[src/rtl/counter_pkg.sv]
// Shared types for the up/down counter bank: boundary-mode selector and the
// one-shot run/done state encoding.
package counter_pkg;

    // Smallest counter width the step logic is built for; narrower counters
    // would leave no room between zero and a meaningful limit.
    localparam int COUNTER_MIN_WIDTH = 2;

    // How the counter reacts when a step would cross zero or the limit.
    typedef enum logic [1:0] {
        MODE_WRAP    = 2'd0,
        MODE_SAT     = 2'd1,
        MODE_ONESHOT = 2'd2
    } counter_mode_e;

    // One-shot progress: RUN counts normally, DONE freezes until a load.
    typedef enum logic {
        ST_RUN  = 1'b0,
        ST_DONE = 1'b1
    } counter_state_e;

endpackage : counter_pkg

[src/rtl/counter_step.sv]
// Combinational next-value and boundary detection for one counter step.
// The caller decides whether the step is actually taken; this block only
// answers "what would the count become, and is this a boundary step".
module counter_step
    import counter_pkg::*;
#(
    parameter int WIDTH = 4
) (
    input  logic [WIDTH-1:0] out,
    input  logic [WIDTH-1:0] limit,
    input  logic             up,
    input  counter_mode_e    mode,
    output logic [WIDTH-1:0] next,
    output logic             up_bnd,
    output logic             dn_bnd
);

    // An up step is a boundary whenever the count has reached or passed the
    // limit (covers a limit lowered underneath the count). A down step is a
    // boundary at zero, and a zero limit makes every step a boundary.
    always_comb begin
        up_bnd = up && (out >= limit);
        dn_bnd = !up && ((out == '0) || (limit == '0));
    end

    // Select the candidate count: plain increment/decrement away from the
    // boundaries, mode-specific landing value on a boundary. Saturation and
    // one-shot both land on the limit going up, since min(out, limit) is the
    // limit whenever out >= limit.
    always_comb begin
        next = out;
        if (up) begin
            if (!up_bnd) begin
                next = out + WIDTH'(1);
            end else begin
                case (mode)
                    MODE_WRAP:    next = '0;
                    MODE_SAT:     next = limit;
                    MODE_ONESHOT: next = limit;
                    default:      next = out;
                endcase
            end
        end else begin
            if (!dn_bnd) begin
                next = out - WIDTH'(1);
            end else begin
                case (mode)
                    MODE_WRAP:    next = limit;
                    MODE_SAT:     next = '0;
                    MODE_ONESHOT: next = '0;
                    default:      next = out;
                endcase
            end
        end
    end

endmodule : counter_step

[src/rtl/counter_bank_updown.sv]
// Up/down counter with programmable inclusive limit, selectable boundary
// behaviour (wrap, saturate, one-shot), a one-cycle terminal-count pulse and
// sticky overflow/underflow flags. Everything is synchronous to clk.
module counter_bank_updown
    import counter_pkg::*;
#(
    parameter int            WIDTH = 4,
    parameter counter_mode_e MODE  = MODE_WRAP
) (
    input  logic             clk,
    input  logic             reset,
    input  logic             enable,
    input  logic             up,
    input  logic             load,
    input  logic [WIDTH-1:0] load_value,
    input  logic [WIDTH-1:0] limit,
    input  logic             clear_flags,
    output logic [WIDTH-1:0] out,
    output logic             tc,
    output logic             overflow,
    output logic             underflow,
    output logic             done
);

    logic [WIDTH-1:0] r_out;
    logic             r_tc;
    logic             r_overflow;
    logic             r_underflow;
    logic             r_done;
    counter_state_e   r_state;

    logic [WIDTH-1:0] w_next;
    logic             w_upBnd;
    logic             w_dnBnd;
    logic             w_stepAllowed;
    logic             w_upEvent;
    logic             w_dnEvent;
    logic [WIDTH-1:0] w_loadClamped;

    counter_step #(
        .WIDTH (WIDTH)
    ) u_step (
        .out    (r_out),
        .limit  (limit),
        .up     (up),
        .mode   (MODE),
        .next   (w_next),
        .up_bnd (w_upBnd),
        .dn_bnd (w_dnBnd)
    );

    // A step only happens when enabled, not overridden by a load, and not
    // frozen in the one-shot DONE state. Boundary events are qualified the
    // same way so tc and the flags only react to steps that really happen.
    always_comb begin
        w_stepAllowed = enable && !load &&
                        !((MODE == MODE_ONESHOT) && (r_state == ST_DONE));
        w_upEvent     = w_stepAllowed && w_upBnd;
        w_dnEvent     = w_stepAllowed && w_dnBnd;
        w_loadClamped = (load_value > limit) ? limit : load_value;
    end

    // Count register: reset beats load, load beats a step, otherwise hold.
    always_ff @(posedge clk) begin
        if (reset) begin
            r_out <= '0;
        end else if (load) begin
            r_out <= w_loadClamped;
        end else if (w_stepAllowed) begin
            r_out <= w_next;
        end
    end

    // Terminal-count pulse: high for the cycle after each boundary step, so
    // consecutive boundary steps keep it high continuously.
    always_ff @(posedge clk) begin
        if (reset) begin
            r_tc <= 1'b0;
        end else begin
            r_tc <= w_upEvent || w_dnEvent;
        end
    end

    // Sticky flags: a boundary in the same cycle as clear_flags keeps the
    // flag set, so an event is never lost to a coincident clear.
    always_ff @(posedge clk) begin
        if (reset) begin
            r_overflow  <= 1'b0;
            r_underflow <= 1'b0;
        end else begin
            r_overflow  <= w_upEvent || (r_overflow  && !clear_flags);
            r_underflow <= w_dnEvent || (r_underflow && !clear_flags);
        end
    end

    // One-shot FSM: the first boundary step finishes the run, only a load
    // re-arms it. In the other modes it never leaves RUN.
    always_ff @(posedge clk) begin
        if (reset) begin
            r_state <= ST_RUN;
            r_done  <= 1'b0;
        end else begin
            case (r_state)
                ST_RUN: begin
                    if ((MODE == MODE_ONESHOT) && (w_upEvent || w_dnEvent)) begin
                        r_state <= ST_DONE;
                        r_done  <= 1'b1;
                    end
                end
                ST_DONE: begin
                    if (load) begin
                        r_state <= ST_RUN;
                        r_done  <= 1'b0;
                    end
                end
                default: begin
                    r_state <= ST_RUN;
                    r_done  <= 1'b0;
                end
            endcase
        end
    end

    assign out       = r_out;
    assign tc        = r_tc;
    assign overflow  = r_overflow;
    assign underflow = r_underflow;
    assign done      = (MODE == MODE_ONESHOT) ? r_done : 1'b0;

endmodule : counter_bank_updown

[config.mk]
export PLATFORM = sky130hd
export DESIGN_NAME = counter_bank_updown
export DESIGN_NICKNAME = d
export VERILOG_FILES = /design/src/rtl/counter_pkg.sv /design/src/rtl/counter_step.sv /design/src/rtl/counter_bank_updown.sv
export SDC_FILE = /design/constraint.sdc
export NUM_CORES = 1
export LEC_CHECK = 0
export BUFFER_PORTS_ARGS = -buffer_cell sky130_fd_sc_hd__buf_4
export CORE_MARGIN = 4
export CORE_UTILIZATION = 45
export CTS_CLUSTER_SIZE = 16
export DETAILED_ROUTE_END_ITERATION = 16
export PLACE_DENSITY = 0.71
export SYNTH_ARGS = -nofsm -noshare
export SYNTH_HDL_FRONTEND = slang
export SYNTH_SLANG_ARGS = --single-unit
export TNS_END_PERCENT = 30
[constraint.sdc]
create_clock -name clk -period 3.3 [get_ports clk]
set_clock_uncertainty 0.15 [all_clocks]
set_input_delay 0 -clock clk [delete_from_list [all_inputs] [get_ports clk]]
set_output_delay 0 -clock clk [all_outputs]
set_load 0.1 [all_outputs]
* After elaboration in Yosys (flattened, before gate mapping)
Cells that the tools add are included.
** Word-level totals
- Input port bits :: 14
- Logic and storage cells :: 31
- Memories kept :: 0
- Latch bits :: 0
- Output and inout port bits :: 8
- RAM bits :: 0
- Register bits :: 7
- Bits in read-only memories :: 0
** Operators by class
- Divide/modulo/power cells :: 0
- Multiplexer cells :: 6
- Shift operators :: 0
- Multiply operators :: 0
- Equal/unequal tests :: 0
- Bitwise gates (word level) :: 0
- Reduce and logical (&&, ||, !) cells :: 17
- $lt $le $gt $ge :: 2
- Add/subtract/negate cells :: 2
** Operator list (number)
- 4-bit 2-to-1 mux :: 6
- 4-bit zero test :: 2
- 1-bit logical AND :: 7
- 4-bit by 1-bit adder with 4-bit output, second input constant :: 1
- 4-bit >= comparator :: 1
- 4-bit greater-than comparator :: 1
- 1-bit logical OR :: 4
- 4-bit by 1-bit subtractor with 4-bit output, second input constant :: 1
- 1-bit zero test :: 3
- 2-bit nonzero test :: 1

* Logic depth before layout (Yosys ltp)
Gate-level depths: netlist (run 1).
- Word-level depth :: 7
- Depth in mapped cells :: 8
- Gate-level depth less buffers :: 7

* By module
Synthesis (run 1) repeated with hierarchy kept, for this count alone.
** Unflattened totals
- Cells, all modules :: 144
- Area, all modules :: 1083.5 µm²
** Modules (own cells, without submodules)
- counter_bank_updown :: times used 1, sequential area each 140.1 µm², area each 543.0 µm², cells each 63
- counter_step :: times used 1, sequential area each 0.0 µm², area each 540.5 µm², cells each 81

* Worst setup path after synthesis (run 1)
No wires, ideal clock.
- Path type :: reg-to-reg
- From :: reg r_out[0] (netlist: out[0])
- To :: reg r_out[3] (netlist: out[3])
- Library setup time :: 0.074 ns
- Arrival time :: 2.393 ns
- Stages on the path, launching flop included :: 8
- Period minus slack after synthesis :: 2.617 ns
- Required time :: 3.076 ns
- Path buffers :: 0
- Slack :: 0.683 ns
- Cells stage by stage :: dfxtp_1 -> inv_1 -> ha_1 -> nor3b_1 -> o21ai_1 -> o41ai_1 -> a21oi_1 -> a31oi_1
** Between the ends
- Longest elaborated chain between the ends :: 7
- Elaborated cells on any way between the ends :: 12
- Those cells by class :: add/sub (2); order compare (1); mux (5); reduce/logical (4)
** RTL lines
- from (decl) :: RTL line counter_bank_updown.sv:25 : logic [WIDTH-1:0] r_out;
- from (signal assigned) :: RTL line counter_bank_updown.sv:68 : r_out <= w_loadClamped;
- from (signal assigned) :: RTL line counter_bank_updown.sv:70 : r_out <= w_next;
- parallel branches: the longest is 4 deep, another holds 4-bit >= comparator
- 4-bit 2-to-1 mux * :: RTL line counter_step.sv:32 : if (up) begin
- 4-bit 2-to-1 mux * :: RTL line counter_bank_updown.sv:69 : end else if (w_stepAllowed) begin
- 4-bit 2-to-1 mux * :: RTL line counter_bank_updown.sv:67 : end else if (load) begin
Every way passes the cells marked *. The select of a mux whose other input is x is not followed.
A chain may end at the register's enable or synchronous reset.

* Final worst setup path (run 1)
Same ends and word-level chain as after synthesis.

==> results_dict.tcl, run 1 <==
set metrics [dict create \
    status "completed" \
    nNetsFinal 148 \
    async_reset_ff_frac 0 \
    p_per_area_mw_per_mm2 376.8 \
    cts_resized 0 \
    ant_nets 0 \
    drc 0 \
    timing.final.crit_share 0.8193 \
    first_iter_violations 15 \
    cts_buffers 3 \
    grt_antenna_before_repair 0 \
    clock_sinks 7 \
    setup_viol 0 \
    initial_core_util 0.4854 \
    synth_flop_cell "dfxtp_1" \
    tritoncts "built" \
    finalHoldViolCount 0 \
    wl_per_cell_um 14.04 \
    overflow 0 \
    antenna_cells 0 \
    cap_violations 0 \
    fillCellCount 137 \
    grt.total_usage 0.1728 \
    p_leak_nw 0.4515 \
    start_kind "flop" \
    dr.pass1.iters 4 \
    crit_chain "inv_1 > ha_1 > nor3b_1 > o21ai_1 > o41ai_1 > a21oi_1 > a31oi_1 > dlygate4sd3_1" \
    fin_crit_ns 2.704 \
    num_io_pins 22 \
    ys_ff_latch 7 \
    row_count 14 \
    numPortBuffers 20 \
    grt_pass1_vias 753 \
    arrival_ns 2.76 \
    core_mm2 0.001541 \
    clk_pin_slew_worst_paths_ns 0.06 \
    clockBufferDepth 2 \
    critPathMaxStageDelay_ns 0.55 \
    die_h_um 48.78 \
    critical_path_class "flop to flop" \
    synth_edf_count 0 \
    syn-num-nets 117 \
    drive_gt1_frac 0.2541 \
    viasPerCell 5.667 \
    htreeDepth 1 \
    cts-root-buf "clkbuf_4" \
    gp_congestion 0.9076 \
    fin_cells 138 \
    critPathCaptureType "flop" \
    mostFrequentLayoutCell "buf_4" \
    via_count 782 \
    grt_pass1_wl_mm 3.270 \
    ys_seq_area_frac 0.1873 \
    die_area_mm2 0.002379 \
    crit_fanout 8 \
    peakVddDrop_v 0.0002159 \
    synth_area_um2 748.2 \
    syn_to_final_growth_pct 36.79 \
    die_x_um 48.78 \
    drt-total-wl_mm 1.938 \
    slew_viol_final 0 \
    yosysWarnings 0 \
    hp-class "input pin to flop" \
    yosys.cell_types.count 43 \
    clkLatencyLatePin_ns 0.26 \
    grt_max_degree 11 \
    syn_avg_cell_area_um2 8.133 \
    fmax_mhz 369.9 \
    synth_cells 92 \
    setup-tns-final_ns 0 \
    rsz0062_at_grt "false" \
    placed_cells 123 \
    cpMaxStageDelayCell "dlygate4sd3_1" \
    required_ns 3.36 \
    mostFrequentLayoutCells "buf_4, ha_1, dlygate4sd3_1" \
    hpwlAfterDp_mm 1.428 \
]
-- critical path, delay by kind of cell (launching register included) --
family	cells	cell delay (ns)
buffers and inverters	2	0.68
AO/OA/AOI/OAI	4	0.89
flip-flops	1	0.48
AND/OR/NAND/NOR	1	0.19
adder cells (fa/ha/maj)	1	0.28
-- layout make-up --
cell class | instances | area (um^2) | area share
clock buffers | 4 | 26.28 | 0.02567
inverters | 9 | 33.78 | 0.03301
multi-input cells | 71 | 543.0 | 0.5306
flip-flops and latches | 7 | 140.1 | 0.1369
well taps | 16 | 20.02 | 0.01956
repair buffers | 31 | 260.3 | 0.2543
-- cell usage after synthesis (2+ instances only) --
master	n	area [um^2]
a21oi_1	4	20.02
a31oi_1	3	18.77
a32oi_1	2	17.52
dfxtp_1	7	140.1
ha_1	11	137.6
inv_1	8	30.03
nand2_1	6	22.52
nand2b_1	2	12.51
nand3_1	3	15.01
nand3b_1	2	15.01
nor2_1	5	18.77
nor2b_1	2	12.51
nor3_1	2	10.01
o211ai_1	2	15.01
o21ai_1	2	10.01
o22ai_1	2	12.51
xnor2_1	3	26.28
-- path summary, 6_finish.rpt --
check | startpoint | endpoint | slack, ns | cells past startpoint
max | out[0]$_SDFFE_PP0P_ | out[3]$_SDFFE_PP0P_ | 0.60 | 8
min | load_value[2] | out[2]$_SDFFE_PP0P_ | 0.03 | 4
max reg2reg | out[0]$_SDFFE_PP0P_ | out[3]$_SDFFE_PP0P_ | 0.60 | 8
min reg2reg | underflow$_SDFF_PP0_ | underflow$_SDFF_PP0_ | 0.38 | 2
-- per-layer routing --
metal | wire length (um) | track usage | vias up | part of all wire
li1 | - | - | 394 | -
met1 | 852 | 0.2022 | 352 | 0.44
met2 | 910 | 0.2891 | 31 | 0.47
met3 | 137 | 0.04587 | 5 | 0.071
met4 | 37 | 0.08072 | 0 | 0.019
met5 | 0 | 0 | - | 0
-- cell families (layout without fill, tap and decap cells) --
group,count (synthesis),after routing,share of synthesized area
adder cells (fa/ha/maj),11,11,0.1839
AO/OA/AOI/OAI,24,24,0.2408
other,1,1,0.005012
flip-flops,7,7,0.1873
buffers and inverters,14,44,0.08694
multiplexers,2,2,0.02843
XOR/XNOR,4,4,0.04683
AND/OR/NAND/NOR,29,29,0.2207
-- registers in the layout (all words and copies together), names as in the netlist --
| register | cells |
|---|---|
| out | 4 |
| overflow | 1 |
| tc | 1 |
| underflow | 1 |
-- report_power, final --
group	internal (mW)	total [mW]	switching, mW
clock	0.0464	0.0812	0.0349
combinational	0.0766	0.200	0.123
sequential	0.0914	0.104	0.0129
-- through the flow --
step,worst slack (ns),total power [mW],area [um^2],utilization,hold WS [ns]
2_1_floorplan,0.6831,0.2547,748.2,-,0.02067
5_1_grt,0.4321,0.4115,1023,0.6640,0.04007
3_5_place_dp,1.227,0.2920,887.1,0.5755,0.07562
3_3_place_gp,1.245,0.2905,887.1,0.5755,0.07990
6_report,0.5963,0.3856,1023,0.6640,0.03310
4_1_cts,0.6114,0.3854,1023,0.6640,0.03515
-- what timing repair did --
action / 4_1_cts / 5_1_grt
hold endpoints to repair: 7 / 0
endpoints found under the setup margin: 0 / 0
setup buffers: 0 / 0
hold buffers: 11 / 0
Power figures use the tool's default switching activity.
==> run 2: changes to the inputs <==
- ABC_AREA: unset -> 1
- CORE_ASPECT_RATIO: unset -> 0.75
- PLACE_DENSITY: 0.71 -> 0.73
- clock period: 3.3 -> 2.2 ns (I/O delays scaled with it)
==> run 2 against run 1 <==
Compared with the run above: maximum frequency grew 39%; critical path depth shrank 1; utilization shrank 4.3 points; largest power group unchanged; power grew 50%; area after synthesis grew 8.7%; non-clock buffer count shrank 4; critical endpoint is now underflow$_SDFF_PP0_; sequential cell count is the same.
==> results_dict.tcl, run 2 <==
set metrics [dict create \
    dr.pass1.iters 4 \
    core_mm2 0.001724 \
    htreeDepth 1 \
    row_count 13 \
    clkLatencyLatePin_ns 0.26 \
    hp-class "input pin to flop" \
    synth_commonest_cells "nand2_1, inv_1, nand3_1, ha_1, nor2_1" \
    clock_sinks 7 \
    grt_pass1_vias 774 \
    mostFrequentLayoutCells "nand2_1, inv_1, buf_4" \
    largest_register_ffs 4 \
    utilization 0.6212 \
    async_reset_ff_frac 0 \
    viasPerCell 4.768 \
    crit_fanout 8 \
    status "completed" \
    setup-tns-final_ns 0 \
    tritoncts "built" \
    yosysTopAreaCellShare 0.1938 \
    peakVddDrop_v 0.0005113 \
    syn_avg_cell_area_um2 6.069 \
    p_per_area_mw_per_mm2 538.8 \
    synth_edf_count 0 \
    gp_congestion 0.8880 \
    critPathCaptureType "flop" \
    drc 0 \
    slew_viol_final 0 \
    grt_max_degree 10 \
    synthTopCellsByArea "nand2_1, dfxtp_1, ha_1, inv_1, nand3_1" \
    wl_per_cell_um 11.52 \
    die_h_um 44.82 \
    ys_ff_latch 7 \
    cts_buffers 3 \
    multiInputGateArea_um2 571.8 \
    fin_crit_ns 1.948 \
    hpwlAfterDp_mm 1.616 \
    start_kind "flop" \
    cts-root-buf "clkbuf_4" \
    rsz0062_at_grt "false" \
    grt.total_usage 0.1767 \
    drt-total-wl_mm 2.131 \
    ys_seq_area_frac 0.1723 \
    drive_gt1_frac 0.2025 \
    arrival_ns 1.95 \
    nNetsFinal 189 \
    ant_nets 0 \
    numPortBuffers 20 \
    syn_to_final_growth_pct 31.69 \
    clk_pin_slew_worst_paths_ns 0.06 \
    cap_violations 0 \
    synth_flop_cell "dfxtp_1" \
    synth_area_um2 813.3 \
    first_iter_violations 28 \
    yosys.cell_types.count 22 \
    reg2reg_slack_ns 0.25 \
    ff_latch_area_um2 142.6 \
    p_leak_nw 0.5977 \
    grt_antenna_before_repair 0 \
    setup_viol 0 \
    cts_hold_repair.buffers 7 \
    die_area_mm2 0.002558 \
    required_ns 2.20 \
    fillCellCount 192 \
    initial_core_util 0.4717 \
    die_x_um 57.09 \
    synth_top_cell_by_area "nand2_1" \
    antenna_cells 0 \
    syn-num-nets 159 \
    fmax_mhz 513.3 \
    cts_resized 0 \
    yosysMostFrequentCell "nand2_1" \
    finalHoldViolCount 0 \
    num_io_pins 22 \
    grt_pass1_wl_mm 3.463 \
    cts_setup_buffers 0 \
    overflow 0 \
    critical_path_class "flop to flop" \
    timing.final.crit_share 0.8855 \
    clockBufferDepth 2 \
    mostFrequentLayoutCell "nand2_1" \
    via_count 882 \
    yosysWarnings 0 \
    synth_cells 134 \
]
-- run 2: final timing paths --
path,from,cells after the start,to
max reg2reg,out[1]$_SDFFE_PP0P_,7,underflow$_SDFF_PP0_
max,out[1]$_SDFFE_PP0P_,7,underflow$_SDFF_PP0_
min reg2reg,overflow$_SDFF_PP0_,2,overflow$_SDFF_PP0_
min,load_value[2],7,out[2]$_SDFFE_PP0P_
-- run 2: cell type report --
cell class,count,share of cell area
clock buffers,4,0.02453
inverters,22,0.07710
multi-input cells,103,0.5339
flip-flops and latches,7,0.1332
well taps,22,0.02570
repair buffers,27,0.2056
-- run 2: kinds of logic after synthesis --
family,share of synthesized area
simple gates,0.4292
other cells,0.004611
buf+inv,0.1246
compound gates,0.07845
xor+xnor,0.02154
fa+ha+maj,0.1692
flops,0.1723
-- run 2: through the flow --
stage	worst slack [ns]	total power [mW]	std cells	hold WS (ns)	area [um^2]
2_1_floorplan	0.03523	0.3765	134	-0.08835	815.8
3_3_place_gp	0.4987	0.4430	174	0.06730	974.7
3_5_place_dp	0.4838	0.4466	174	0.07676	974.7
4_1_cts	0.2471	0.5753	185	0.02622	1071
5_1_grt	0.1236	0.6224	185	0.06476	1071
6_report	0.2518	0.5771	185	0.01524	1071
-- run 2: metal layers --
layer / track usage / share of wire / vias to the layer above
li1: - / - / 481
met1: 0.2337 / 0.48 / 370
met2: 0.2688 / 0.42 / 27
met3: 0.06571 / 0.077 / 4
met4: 0.05556 / 0.018 / 0
met5: 0 / 0 / -
-- run 2: report_power, final --
part / internal [mW] / leakage [nW] / switching, mW / total (mW)
Clock: 0.0695 / 0.0150 / 0.0525 / 0.122
Sequential: 0.137 / 0.0580 / 0.0207 / 0.158
Combinational: 0.100 / 0.525 / 0.197 / 0.297
Total: 0.307 / 0.598 / 0.270 / 0.577
-- run 2: critical path: stages, from the launching register on --
cell,delay [ns]
dfxtp_1,0.50
inv_1,0.11
ha_1,0.20
nand2_2,0.08
nand2_4,0.08
nand2_1,0.10
a21oi_1,0.06
dlygate4sd3_1,0.55
